## config.mk

```make
export PLATFORM = sky130hd
export DESIGN_NAME = alu_iter
export DESIGN_NICKNAME = d
export VERILOG_FILES = /design/src/rtl/alu_pkg.sv /design/src/rtl/alu_muldiv_seq.sv /design/src/rtl/alu_iter.sv
export SDC_FILE = /design/constraint.sdc
export NUM_CORES = 1
export LEC_CHECK = 0
export CORE_UTILIZATION = 43
export CTS_CLUSTER_SIZE = 25
export DETAILED_ROUTE_END_ITERATION = 16
export PLACE_DENSITY = 0.61
export SLEW_MARGIN = 20
export SYNTH_ARGS = -nofsm -noshare
export SYNTH_HDL_FRONTEND = slang
export SYNTH_SLANG_ARGS = --single-unit
```

## constraint.sdc

```tcl
create_clock -name clk -period 7.4 [get_ports clk]
set_input_delay 1.48 -clock clk [delete_from_list [all_inputs] [get_ports clk]]
set_output_delay 1.48 -clock clk [all_outputs]
set_load 0.05 [all_outputs]
```

## src/rtl/alu_pkg.sv

```systemverilog
// Shared definitions for the iterative ALU.
//   - opcode constants (ALU_ADD .. ALU_REMU), held at OPC_W bits so any
//     aluCtr width up to OPC_W can be zero-extended and compared directly
//   - FSM state encoding
//   - isMultiCycle(): opcodes that are handled by the shift/restore datapath
package alu_pkg;

    localparam int OPC_W = 8;

    localparam logic [OPC_W-1:0] ALU_ADD  = 8'd0;
    localparam logic [OPC_W-1:0] ALU_SUB  = 8'd1;
    localparam logic [OPC_W-1:0] ALU_AND  = 8'd2;
    localparam logic [OPC_W-1:0] ALU_OR   = 8'd3;
    localparam logic [OPC_W-1:0] ALU_XOR  = 8'd4;
    localparam logic [OPC_W-1:0] ALU_SLT  = 8'd5;
    localparam logic [OPC_W-1:0] ALU_SLTU = 8'd6;
    localparam logic [OPC_W-1:0] ALU_SLL  = 8'd7;
    localparam logic [OPC_W-1:0] ALU_SRL  = 8'd8;
    localparam logic [OPC_W-1:0] ALU_SRA  = 8'd9;
    localparam logic [OPC_W-1:0] ALU_MUL  = 8'd10;
    localparam logic [OPC_W-1:0] ALU_DIVU = 8'd11;
    localparam logic [OPC_W-1:0] ALU_REMU = 8'd12;

    typedef enum logic [1:0] {
        IDLE = 2'd0,
        CALC = 2'd1,
        DONE = 2'd2
    } aluStateT;

    function automatic logic isMultiCycle(input logic [OPC_W-1:0] op);
        return (op == ALU_MUL) || (op == ALU_DIVU) || (op == ALU_REMU);
    endfunction

endpackage

```

## src/rtl/alu_muldiv_seq.sv

```systemverilog
// Iterative unsigned multiply (low word) / restoring divide datapath.
// One step per cycle while step=1; WIDTH steps complete an operation.
//   clk, rst_n : clock, async active-low reset
//   load       : latch op/a/b, clear accumulator, counter=WIDTH
//   op         : ALU_MUL, ALU_DIVU or ALU_REMU
//   a, b       : operands
//   step       : advance one iteration
//   res        : result as it will be AFTER the current step; the owner
//                samples it on the step where last=1
//   last       : the current step is the final one (counter==1)
// Register reuse: for MUL regA=multiplicand, regB=multiplier, acc=product;
// for DIV regA=dividend shifting into quotient, regB=divisor, acc=remainder.
module alu_muldiv_seq
    import alu_pkg::*;
#(
    parameter int WIDTH = 32
) (
    input  logic             clk,
    input  logic             rst_n,
    input  logic             load,
    input  logic [OPC_W-1:0] op,
    input  logic [WIDTH-1:0] a,
    input  logic [WIDTH-1:0] b,
    input  logic             step,
    output logic [WIDTH-1:0] res,
    output logic             last
);

    localparam int CNT_W = $clog2(WIDTH + 1);

    logic [OPC_W-1:0] opReg;
    logic [WIDTH-1:0] regA, regB, acc;
    logic [WIDTH-1:0] nA, nB, nAcc;
    logic [CNT_W-1:0] cnt;
    logic [WIDTH:0]   rShift;
    logic [WIDTH-1:0] diff;
    logic             geq;

    // Restoring step: shift the next dividend bit into the remainder and
    // subtract the divisor if it fits. The partial remainder needs one
    // extra bit before the compare; after subtraction it is < divisor.
    assign rShift = {acc, regA[WIDTH-1]};
    assign geq    = rShift >= {1'b0, regB};
    assign diff   = rShift[WIDTH-1:0] - regB;

    always_comb begin
        nA   = regA;
        nB   = regB;
        nAcc = acc;
        if (opReg == ALU_MUL) begin
            if (regB[0]) nAcc = acc + regA;
            nA = regA << 1;
            nB = regB >> 1;
        end else begin
            if (geq) begin
                nAcc = diff;
                nA   = {regA[WIDTH-2:0], 1'b1};
            end else begin
                nAcc = rShift[WIDTH-1:0];
                nA   = {regA[WIDTH-2:0], 1'b0};
            end
        end
    end

    // Divide by zero falls out naturally: every compare succeeds, so the
    // quotient is all ones and the remainder accumulates the dividend.
    always_comb begin
        res = '0;
        case (opReg)
            ALU_MUL:  res = nAcc;
            ALU_DIVU: res = nA;
            ALU_REMU: res = nAcc;
            default:  res = '0;
        endcase
    end

    assign last = (cnt == CNT_W'(1));

    always_ff @(posedge clk or negedge rst_n) begin
        if (!rst_n) begin
            opReg <= '0;
            regA  <= '0;
            regB  <= '0;
            acc   <= '0;
            cnt   <= '0;
        end else if (load) begin
            opReg <= op;
            regA  <= a;
            regB  <= b;
            acc   <= '0;
            cnt   <= CNT_W'(WIDTH);
        end else if (step) begin
            regA  <= nA;
            regB  <= nB;
            acc   <= nAcc;
            cnt   <= cnt - CNT_W'(1);
        end
    end

endmodule

```

## src/rtl/alu_iter.sv

```systemverilog
// Registered ALU with single-cycle logic/arith/shift ops and iterative
// MUL (low word), DIVU and REMU behind a start/busy/done handshake.
//   clk, rst_n : clock, async active-low reset
//   start      : request, sampled when busy=0 (also in the DONE cycle)
//   aluCtr     : opcode, srcA/srcB operands, all sampled with start
//   busy       : iterative operation in progress
//   done       : one-cycle pulse, aluRes valid
//   aluRes     : registered result
//   divByZero  : DIVU/REMU with srcB==0, valid with done
// Build option ALU_ITER_EARLY_OUT_EN: MUL with a zero operand and
// DIVU/REMU by zero complete in one cycle instead of WIDTH+1.
module alu_iter
    import alu_pkg::*;
#(
    parameter int WIDTH   = 32,
    parameter int CTRL_W  = 4,
    parameter int SHAMT_W = $clog2(WIDTH)
) (
    input  logic              clk,
    input  logic              rst_n,
    input  logic              start,
    input  logic [CTRL_W-1:0] aluCtr,
    input  logic [WIDTH-1:0]  srcA,
    input  logic [WIDTH-1:0]  srcB,
    output logic              busy,
    output logic              done,
    output logic [WIDTH-1:0]  aluRes,
    output logic              divByZero
);

    aluStateT         state, nextState;
    logic [OPC_W-1:0] opc;
    logic [SHAMT_W-1:0] shamt;
    logic [WIDTH-1:0] singleRes, seqRes;
    logic             seqLast;
    logic             load, step, accept;
    logic             earlyOut, isDiv, dbzFlag;

    assign opc   = OPC_W'(aluCtr);
    assign shamt = srcB[SHAMT_W-1:0];
    assign isDiv = (opc == ALU_DIVU) || (opc == ALU_REMU);

`ifdef ALU_ITER_EARLY_OUT_EN
    assign earlyOut = ((opc == ALU_MUL) && ((srcA == '0) || (srcB == '0))) ||
                      (isDiv && (srcB == '0));
`else
    assign earlyOut = 1'b0;
`endif

    // Single-cycle results. The MUL/DIVU/REMU entries are only reached via
    // the early-out path, i.e. a zero operand / zero divisor.
    always_comb begin
        singleRes = '0;
        case (opc)
            ALU_ADD:  singleRes = srcA + srcB;
            ALU_SUB:  singleRes = srcA - srcB;
            ALU_AND:  singleRes = srcA & srcB;
            ALU_OR:   singleRes = srcA | srcB;
            ALU_XOR:  singleRes = srcA ^ srcB;
            ALU_SLT:  singleRes = {{(WIDTH-1){1'b0}}, $signed(srcA) < $signed(srcB)};
            ALU_SLTU: singleRes = {{(WIDTH-1){1'b0}}, srcA < srcB};
            ALU_SLL:  singleRes = srcA << shamt;
            ALU_SRL:  singleRes = srcA >> shamt;
            ALU_SRA:  singleRes = $unsigned($signed(srcA) >>> shamt);
            ALU_MUL:  singleRes = '0;
            ALU_DIVU: singleRes = '1;
            ALU_REMU: singleRes = srcA;
            default:  singleRes = '0;
        endcase
    end

    always_ff @(posedge clk or negedge rst_n) begin
        if (!rst_n) state <= IDLE;
        else        state <= nextState;
    end

    // DONE accepts a new start exactly like IDLE, giving back-to-back issue.
    always_comb begin
        nextState = state;
        load      = 1'b0;
        step      = 1'b0;
        accept    = 1'b0;
        busy      = 1'b0;
        done      = 1'b0;
        case (state)
            IDLE, DONE: begin
                done = (state == DONE);
                if (state == DONE) nextState = IDLE;
                if (start) begin
                    accept = 1'b1;
                    if (isMultiCycle(opc) && !earlyOut) begin
                        load      = 1'b1;
                        nextState = CALC;
                    end else begin
                        nextState = DONE;
                    end
                end
            end
            CALC: begin
                busy = 1'b1;
                step = 1'b1;
                if (seqLast) nextState = DONE;
            end
            default: nextState = IDLE;
        endcase
    end

    // aluRes keeps the previous result while an iterative op runs; the
    // divide-by-zero condition is captured at issue and published at done.
    always_ff @(posedge clk or negedge rst_n) begin
        if (!rst_n) begin
            aluRes    <= '0;
            divByZero <= 1'b0;
            dbzFlag   <= 1'b0;
        end else if (accept) begin
            dbzFlag <= isDiv && (srcB == '0);
            if (load) begin
                divByZero <= 1'b0;
            end else begin
                aluRes    <= singleRes;
                divByZero <= isDiv && (srcB == '0);
            end
        end else if ((state == CALC) && seqLast) begin
            aluRes    <= seqRes;
            divByZero <= dbzFlag;
        end
    end

    alu_muldiv_seq #(.WIDTH(WIDTH)) uSeq (
        .clk   (clk),
        .rst_n (rst_n),
        .load  (load),
        .op    (opc),
        .a     (srcA),
        .b     (srcB),
        .step  (step),
        .res   (seqRes),
        .last  (seqLast)
    );

endmodule

```

**Word level (Yosys, flattened, before mapping)**

Index checks and enable logic that the tools add are counted.

- Input port bits: 71
- Flip-flop bits (word level): 142

- $add $sub $neg: 5
- Multiplexer cells: 34
- Bitwise gates (word level): 3
- Shift-type cells: 3
- Eq/ne operators: 21
- Magnitude comparators: 3
- Reductions and logical operators: 16

Operators with widths:

| operator | number |
|---|---|
| $mux W32 | 13 |
| $pmux W32 S12 | 1 |
| $add A32 B32 Y32 | 2 |
| $lt A32 B32 Y1 | 2 |
| $pmux W32 S2 | 1 |
| $sub A32 B32 Y32 | 2 |
| $ge A33 B32 Y1 | 1 |
| $and A32 B32 Y32 | 1 |
| $eq A4 B4 Y1 const B | 8 |
| $logic_not A32 Y1 | 1 |
| $or A32 B32 Y32 | 1 |
| $shl A32 B5 Y32 | 1 |
| $shr A32 B5 Y32 | 1 |
| $sshr A32 B5 Y32 | 1 |
| $xor A32 B32 Y32 | 1 |
| $eq A4 B3 Y1 const B | 4 |
| $mux W1 | 12 |
| $mux W6 | 2 |
| $eq A4 B2 Y1 const B | 2 |
| $logic_not A8 Y1 | 1 |
| $mux W2 | 4 |
| $eq A6 B1 Y1 const B | 1 |
| $reduce_and A2 Y1 | 3 |
| $reduce_bool A2 Y1 | 3 |
| other kinds (11) | 16 |

**Longest topological paths before layout**

Gate-level depths: netlist of run 1.

- Depth in word-level cells: 8
- Gate-level depth with buffers: 18
- Mapped depth without buffers: 14

**Hierarchy**

Synthesis of run 1 repeated with hierarchy kept, for this count alone.

- Cell total of the unflattened synthesis: 2909
- Area, all modules: 21461.8 um^2

Modules (own cells, without submodules):

| module | times used | cells an instance | seq. area each (um^2) | area an instance (um^2) |
|---|---|---|---|---|
| alu_iter | 1 | 1611 | 900.9 | 11368.4 |
| alu_muldiv_seq | 1 | 1298 | 2752.6 | 10093.4 |

**Least setup slack after synthesis of run 1**

OpenSTA, ideal clock, no wires.

- Path kind: in2reg
- From: input port srcB[2]
- To: register aluRes[10]
- Data arrival time: 4985 ps
- Path buffers: 6
- Setup slack: 2283 ps
- Stages on the path: 18
- Library setup time: 132 ps
- Path through: buf_2 buf_2 inv_1 buf_2 buf_2 buf_1 ha_1 buf_2 nand2b_1 a2111oi_2 nor3_1 o21ai_0 a21oi_1 a221o_1 a2111oi_0 nor2_1 a221oi_1 o21ai_1

- Word-level cells in the longest chain between the ends: 4
- Elaborated cells on any way between the ends: 8
- Those cells by class: 2 x add/sub; 3 x shift; 3 x mux

RTL lines:

| element | RTL line | text |
|---|---|---|
| start, declared | alu_iter.sv:24 | `input logic [WIDTH-1:0] srcB,` |
| $sub A32 B32 Y32 (tied with other cells) | alu_iter.sv:56 | `ALU_SUB: singleRes = srcA - srcB;` |
| $pmux W32 S12 (*) | alu_iter.sv:54 | `case (opc)` |
| $mux W32 (*) | alu_iter.sv:117 | `if (load) begin` |
| $mux W32 (*) | alu_iter.sv:115 | `end else if (accept) begin` |
| end signal, assigned | alu_iter.sv:120 | `aluRes <= singleRes;` |
| end signal, assigned | alu_iter.sv:124 | `aluRes <= seqRes;` |
| end, declared | alu_iter.sv:27 | `output logic [WIDTH-1:0] aluRes,` |

Every way passes the cells marked *; elsewhere a longest branch is shown, timed or not. The select of a mux whose other input is x is not followed.
A chain may end at the register's enable or synchronous reset.

**Final worst setup path of run 1**

- From: input port srcA[0]
- To: register aluRes[0]

- Word-level cells in the longest chain between the ends: 4
- Elaborated cells on any way between the ends: 13
- Those cells by class: 2 x add/sub; 2 x order compare; 3 x shift; 3 x mux; 3 x bitwise

RTL lines:

| element | RTL line | text |
|---|---|---|
| start, declared | alu_iter.sv:23 | `input logic [WIDTH-1:0] srcA,` |
| $sub A32 B32 Y32 (tied with other cells) | alu_iter.sv:56 |  |
| $pmux W32 S12 (*) | alu_iter.sv:54 |  |
| $mux W32 (*) | alu_iter.sv:117 |  |
| $mux W32 (*) | alu_iter.sv:115 |  |

Marks and branches as above.

==> reports/results.md, run 1 <==
| Parameter | Value |
| --- | --- |
| Static leakage | 0.009733 uW |
| Worst reg2reg path endpoint | aluRes[0] |
| Post-synthesis sequential element count | 142 |
| Synth warn | 0 |
| Core box area | 45670 um2 |
| Commonest register cell after synthesis | sky130_fd_sc_hd__dfrtp_1 |
| H-tree depth reported by CTS | 4 |
| Total Power Consumption | 7072 uW |
| CTS tree | done |
| Sum of overflow across all layers after global routing | 0 |
| Asr flop ratio synth | 100.0% |
| Aggregate negative setup slack | 0 ns |
| Clock slew at the register clock pins of the worst setup and hold paths | 0.07 ns |
| Number of design-rule violations left by the first detailed-router iteration | 3324 |
| Worst reg2reg startpoint | uSeq.acc[27] |
| Vias after detailed routing | 22680 |
| Cell repeated most along the worst path | sky130_fd_sc_hd__inv_1 |
| Post CTS Setup Buffer Count | 0 |
| Time the final worst path needs with I/O delays and setup | 6.718 ns |
| Setup-failing EPs final | 0 |
| DRC violations left | 0 |
| Vias in the first global route | 21110 |
| Die span in y | 218.0 um |
| PD cells | 320.7 nW/um2 |
| Max FO, Critical Path | 7 |
| Cell-by-cell trace of the critical path | clkdlybuf4s50_1, inv_1, ha_1, inv_1, fa_1, nand2b_1, a2111oi_2, o31ai_1, nand4_1, o211ai_1, a31o_2, o221ai_1, a2111oi_0, o21ai_0, a21oi_1 |
| Worst IR drop on VDD | 0.0002908 V |
| Clk sinks | 142 |
| Slowest cell on the critical path | sky130_fd_sc_hd__a2111oi_0 |
| Max-slew headroom | 21.15% |
| Post-Syn Instances | 2695 |
| Resized cells post-CTS | 0 |
| Category of the worst setup path capture point | flip-flop |
| Fraction of synthesized cell area taken by the top area cell type | 17.71% |
| Largest net degree at the start of global routing | 98 |
| Worst clock skew | 0.01016 ns |
| Setup CP Type | input pin to flip-flop |
| Synth cell types | 90 |
| Filler Cells Inserted | 4530 |
| Pin slew with the least headroom to its limit | 1.180 ns |
| Post-DR vias/cell | 6.904 |
| Unrepaired setup endpoints after global routing | no |
| Sequential element share of the synthesized area | 17.71% |
| Antenna Nets Post-Route | 0 |
| Final hold vios | 0 |
| Number of I/O pins | 106 |
| Fraction of layout cells with a size suffix above 1 | 6.257% |
| Site row count | 78 |
| First-pass detailed-route iteration total | 10 |
| Period utilisation layout | 90.78% |
| Fmax | 148.9 MHz |
| R2R setup slack | 3.00 ns |
| Initial antenna violation count | 2 |
| Post-synth EDFFs | 0 |
| Net count after synthesis | 2939 |
| Worst endpoint required time | 7.75 ns |
| Global-route wire length before repair | 143200 um |
| Status | finished, final reports clean |
| WL per Instance | 29.77 um |
| Capture point of the worst path | aluRes[0] |
| Number of nets in the finished design | 2916 |
| Tot GR Track Use | 40.77% |
| DP HPWL | 74310 um |
| Overall die area | 47530 um2 |
| Class of the tightest hold or removal check | flip-flop to flip-flop |
| Clock buffers created by TritonCTS | 17 |
| Total of max-cap violations | 0 |
| Quantity of I/O buffers inserted on ports | 105 |
| Slowest cell delay on critical path | 0.82 ns |
| Pins over their slew limit | 0 |
| Critical path launch point type | input pin |
| Master cell of the clock root buffer | sky130_fd_sc_hd__clkbuf_16 |
| Starting utilization of the core area | 43.93% |
| # diodes | 0 |
| R2R depth | 11 |
| Largest area contributor in the synthesized netlist | sky130_fd_sc_hd__dfrtp_1 |
| Instance area after placement | 21470 um2 |
| Max Root-Sink Buffers | 2 |
| Number of buffers inserted by hold repair at cts | 0 |
| Post-Place Worst Slack | 0.5526 ns |
| Netlist area before placement | 20060 um2 |
| Worst-Skew Late Latency | 0.45 ns |
| DIE WIDTH | 218.0 um |
| Source of the critical timing path | srcA[0] |
| Average size of a mapped cell | 7.445 um2 |
| Total wire length after detailed routing | 97800 um |
| Arrival time worst endpoint | 7.06 ns |
| Layout overhead on the synthesized area | 9.897% |
| Largest cells by area after synthesis | sky130_fd_sc_hd__dfrtp_1 18%, sky130_fd_sc_hd__ha_1 11%, sky130_fd_sc_hd__nand2_1 5.9% |
| Final WS setup | 0.6820 ns |
| Final estimated routing congestion in global placement | 1.045 |
| Final design area excluding fillers | 22050 um2 |
==> per-layer routing <==
layer  share of wire [%]  GRT usage [%]  up-vias
li1                    -              -     9971
met1                  43          57.30    11070
met2                  43          61.14     1434
met3                  10          8.801      207
met4                 3.8          14.06        2
met5               0.013              0        -
==> layout make-up <==
cell class                 instances  area (um2)  share of cell area, %
inverter                         148       555.5                  2.520
timing repair buffer             160        1468                  6.656
tap                              600       750.7                  3.405
multi-input combinational       2203       15150                  68.69
clock buffer                      19       442.9                  2.009
sequential                       142        3553                  16.12
clock inverter                    13       132.6                 0.6015
==> power by group <==
part	switching, uW	internal, uW
Clock	393	479
Sequential	403	1070
Combinational	3000	1730
==> worst max-delay path, delay by kind of cell <==
kind,cells,cell delay [ns]
simple gates,2,0.55
fa+ha+maj,2,0.65
compound gates,8,3.19
buf+inv,3,1.18
==> how the worst min path moves through the flow <==
stage	cells past startpoint	from	slack, ns	to
floorplan	2	dbzFlag	0.45	dbzFlag
global placement	1	uSeq.opReg[3]	0.46	uSeq.opReg[3]
detailed placement	1	uSeq.opReg[3]	0.47	uSeq.opReg[3]
CTS	1	uSeq.opReg[3]	0.49	uSeq.opReg[3]
global route	1	uSeq.opReg[3]	0.51	uSeq.opReg[3]
finish	1	uSeq.opReg[3]	0.50	uSeq.opReg[3]
==> cell families after synthesis <==
| kind of cell | Yosys count | share of synthesized area, % |
|---|---|---|
| buffers and inverters | 350 | 7.165 |
| muxes | 151 | 10.25 |
| and+or+nand+nor | 871 | 19.74 |
| DFF | 142 | 17.71 |
| adders and majority gates | 173 | 10.94 |
| AOI/OAI and AO/OA | 945 | 31.44 |
| xor gates and xnor gates | 63 | 2.750 |
==> cells in the mapped netlist (all sizes together), types with 19 or more instances <==
library cell,instances
a211oi,55
a21o,49
a21oi,226
a221oi,31
a22oi,50
a31oi,28
buf,58
clkbuf,144
dfrtp,142
ha,169
inv,145
mux2i,102
mux4,39
nand2,314
nand2b,28
nand3,89
nand4,28
nor2,244
nor2b,37
nor3,45
nor4,19
o211ai,46
o21ai,197
o21bai,21
o22ai,22
o31ai,21
xnor2,40
xor2,23
==> cells in the final DEF (no fill, tap or decap), drive strengths merged, types with 45 or more instances in the layout <==
cell type | Yosys | final
a21o | 49 | 49
o21ai | 197 | 197
inv | 145 | 149
nor2 | 244 | 244
a211oi | 55 | 55
o211ai | 46 | 46
nand2 | 314 | 314
mux2i | 102 | 102
nand3 | 89 | 89
buf | 58 | 60
a21oi | 226 | 226
a22oi | 50 | 50
clkdlybuf4s50 | 0 | 100
dfrtp | 142 | 142
ha | 169 | 169
nor3 | 45 | 45
==> metrics by stage <==
step                      hold WS [ns]  utilization [%]  instances
after floorplan                 0.4492                -       2695
after global placement          0.4648            46.97       3252
after detailed placement        0.4727            47.01       3253
after CTS                       0.4908            48.27       3285
after global routing            0.5116            48.27       3285
final                           0.5035            48.27       3285
==> state kept, by name (all words and copies together), names as in the netlist <==
register and flops:
aluRes 32, dbzFlag 1, divByZero 1, state 2
uSeq.acc 32, uSeq.cnt 6, uSeq.opReg 4, uSeq.regA 32
uSeq.regB 32
(Power assumes the default switching activity.)
==> run 2, diff against run 1 <==
--- a/config.mk
+++ b/config.mk
@@ -6,6 +6,7 @@
 export NUM_CORES = 1
 export LEC_CHECK = 0
 export CORE_UTILIZATION = 43
+export CTS_BUF_LIST = sky130_fd_sc_hd__clkbuf_4
 export CTS_CLUSTER_SIZE = 25
 export DETAILED_ROUTE_END_ITERATION = 16
 export PLACE_DENSITY = 0.61
==> run 2 against run 1 <==
  * Die area stayed put
  * Wire length is 0.25% lower
  * Critical path type unchanged
  * Critical endpoint unchanged
  * Highest routed layer unchanged
  * Via count hardly changed
  * Utilization is 0.67 points lower
  * Combinational power hardly changed
  * Cell count stayed put
  * Cell area is 1.4% lower
==> reports/results.md, run 2 (synthesis gave the netlist of run 1 again) <==
| Parameter | Value | Delta |
| --- | --- | --- |
| Global-route wire length before repair | 142900 um | -0.23% |
| Clk sinks | 142 | unchanged |
| Aggregate negative setup slack | 0 ns | unchanged |
| Fmax | 152.9 MHz | +2.7% |
| Initial antenna violation count | 2 | unchanged |
| Worst-Skew Late Latency | 0.63 ns | +0.18 ns |
| Critical path launch point type | input pin |  |
| DIE WIDTH | 218.0 um | unchanged |
| Period utilisation layout | 88.37% | -2.4 points |
| Worst endpoint required time | 7.94 ns | +0.19 ns |
| Final estimated routing congestion in global placement | 1.045 | unchanged |
| Class of the tightest hold or removal check | flip-flop to flip-flop |  |
| Tot GR Track Use | 40.66% | -0.11 points |
| Post-DR vias/cell | 6.908 | about the same |
| Sequential cell area in the final layout | 3553 um2 | unchanged |
| Largest net degree at the start of global routing | 98 | unchanged |
| Static leakage | 0.009600 uW | -1.4% |
| Worst reg2reg startpoint | uSeq.regB[22] |  |
| Setup-failing EPs final | 0 | unchanged |
| Final hold vios | 0 | unchanged |
| Post CTS Setup Buffer Count | 0 | unchanged |
| DP HPWL | 74310 um | unchanged |
| Number of design-rule violations left by the first detailed-router iteration | 3329 | +0.15% |
| Startpoint of the lowest-slack hold path | uSeq.opReg[3] |  |
| Final std cells w/o fill | 3285 | unchanged |
| R2R depth | 12 | +1 |
| Most frequent standard cell in the layout excluding fill and tap cells | sky130_fd_sc_hd__nand2_1 |  |
| Instance area after placement | 21470 um2 | unchanged |
| Pins over their slew limit | 0 | unchanged |
| Number of buffers inserted by hold repair at cts | 0 | unchanged |
| Number of I/O pins | 106 | unchanged |
| Worst reg2reg path endpoint | aluRes[29] |  |
| Placed insts | 3253 | unchanged |
| Clock slew at the register clock pins of the worst setup and hold paths | 0.15 ns | +0.08 ns |
| First-pass detailed-route iteration total | 8 | -2 |
| Master cell of the clock root buffer | sky130_fd_sc_hd__clkbuf_4 |  |
| CTS tree | done |  |
| R2R setup slack | 3.07 ns | +0.07 ns |
| Unrepaired setup endpoints after global routing | no |  |
| Antenna Nets Post-Route | 0 | unchanged |
| PD cells | 308.4 nW/um2 | -3.8% |
| Post-Place Worst Slack | 0.5526 ns | unchanged |
| Worst IR drop on VDD | 0.0002903 V | -0.16% |
| Quantity of I/O buffers inserted on ports | 105 | unchanged |
| Combined area of the multi-input logic cells | 15150 um2 | unchanged |
| Final design area excluding fillers | 21740 um2 | -1.4% |
| Site row count | 78 | unchanged |
| Number of nets in the finished design | 2916 | unchanged |
| Worst clock skew | 0.02250 ns | +0.01234 ns |
| DRC violations left | 0 | unchanged |
| Max Root-Sink Buffers | 2 | unchanged |
| Top library cells by usage in the layout, fill and taps aside | 313 x sky130_fd_sc_hd__nand2_1, 240 x sky130_fd_sc_hd__nor2_1, 225 x sky130_fd_sc_hd__a21oi_1, 181 x sky130_fd_sc_hd__o21ai_0, 169 x sky130_fd_sc_hd__ha_1 |  |
| Fraction of layout cells with a size suffix above 1 | 6.257% | unchanged |
| Layout overhead on the synthesized area | 8.382% |  |
| Core box area | 45670 um2 | unchanged |
| Vias after detailed routing | 22690 | +0.057% |
| Overall die area | 47530 um2 | unchanged |
| Filler Cells Inserted | 4574 | +0.97% |
| Final design utilization | 47.61% | -0.67 points |
| H-tree depth reported by CTS | 4 | unchanged |
| Final WS setup | 0.8609 ns | +0.1789 ns |
| Pin slew with the least headroom to its limit | 1.154 ns | -0.02656 ns |
| Time the final worst path needs with I/O delays and setup | 6.539 ns | -0.1789 ns |
| Arrival time worst endpoint | 7.08 ns | +0.02 ns |
| Die span in y | 218.0 um | unchanged |
| Setup CP Type | input pin to flip-flop |  |
| WL per Instance | 29.70 um | -0.25% |
| Sum of overflow across all layers after global routing | 0 | unchanged |
| Clock buffers created by TritonCTS | 17 | unchanged |
| Resized cells post-CTS | 0 | unchanged |
| Category of the worst setup path capture point | flip-flop |  |
| Max FO, Critical Path | 7 | unchanged |
| Worst Hold Path Cells | 1 | unchanged |
| Starting utilization of the core area | 43.93% | unchanged |
| Total of max-cap violations | 0 | unchanged |
| # diodes | 0 | unchanged |
| Hold Path Sink | uSeq.opReg[3] |  |
| Vias in the first global route | 21110 | +0.014% |
| Total wire length after detailed routing | 97550 um | -0.25% |
| Max-slew headroom | 22.92% | +1.8 points |
| Status | finished, final reports clean |  |
[run 2: worst max-delay path: stages]
cell and delay [ns]:
sky130_fd_sc_hd__clkdlybuf4s50_1 0.75, sky130_fd_sc_hd__inv_1 0.38, sky130_fd_sc_hd__ha_1 0.24, sky130_fd_sc_hd__inv_1 0.07, sky130_fd_sc_hd__fa_1 0.41, sky130_fd_sc_hd__nand2b_1 0.15
sky130_fd_sc_hd__a2111oi_2 0.10, sky130_fd_sc_hd__o31ai_1 0.56, sky130_fd_sc_hd__nand4_1 0.40, sky130_fd_sc_hd__o211ai_1 0.38, sky130_fd_sc_hd__a31o_2 0.35, sky130_fd_sc_hd__o221ai_1 0.22
sky130_fd_sc_hd__a2111oi_0 0.83, sky130_fd_sc_hd__o21ai_0 0.43, sky130_fd_sc_hd__a21oi_1 0.32
[run 2: cell type report]
type | count | area share (%)
timing repair buffer | 160 | 6.750
inverter | 148 | 2.555
sequential | 142 | 16.34
clock buffer | 18 | 0.6214
tap | 600 | 3.452
multi-input combinational | 2203 | 69.65
clock inverter | 14 | 0.6272
[run 2: where the power goes]
part | total [uW] | switching [uW] | internal, uW
clock network | 519 | 342 | 177
logic | 4720 | 2990 | 1730
registers | 1470 | 402 | 1070
[run 2: metal layers]
layer,up-vias,share of wire [%],track usage (%)
met4,2,4.1,14.15
met1,11030,43,56.99
met5,-,0.010,0
met2,1463,43,61.35
li1,9982,-,-
met3,217,10,8.452
[run 2: how the worst max path moves through the flow]
stage	start	endpoint
2_1_floorplan	srcB[2]	aluRes[10]
3_3_place_gp	srcA[0]	aluRes[0]
3_5_place_dp	srcA[0]	aluRes[0]
4_1_cts	srcA[0]	aluRes[0]
5_1_grt	srcA[0]	aluRes[0]
6_report	srcA[0]	aluRes[0]
[run 2: stage by stage]
step	power [uW]	hold WS [ns]
after floorplan	4645	0.4492
after global placement	6013	0.4648
after detailed placement	6069	0.4727
after CTS	6604	0.5064
after global routing	7168	0.5275
final	6707	0.5135
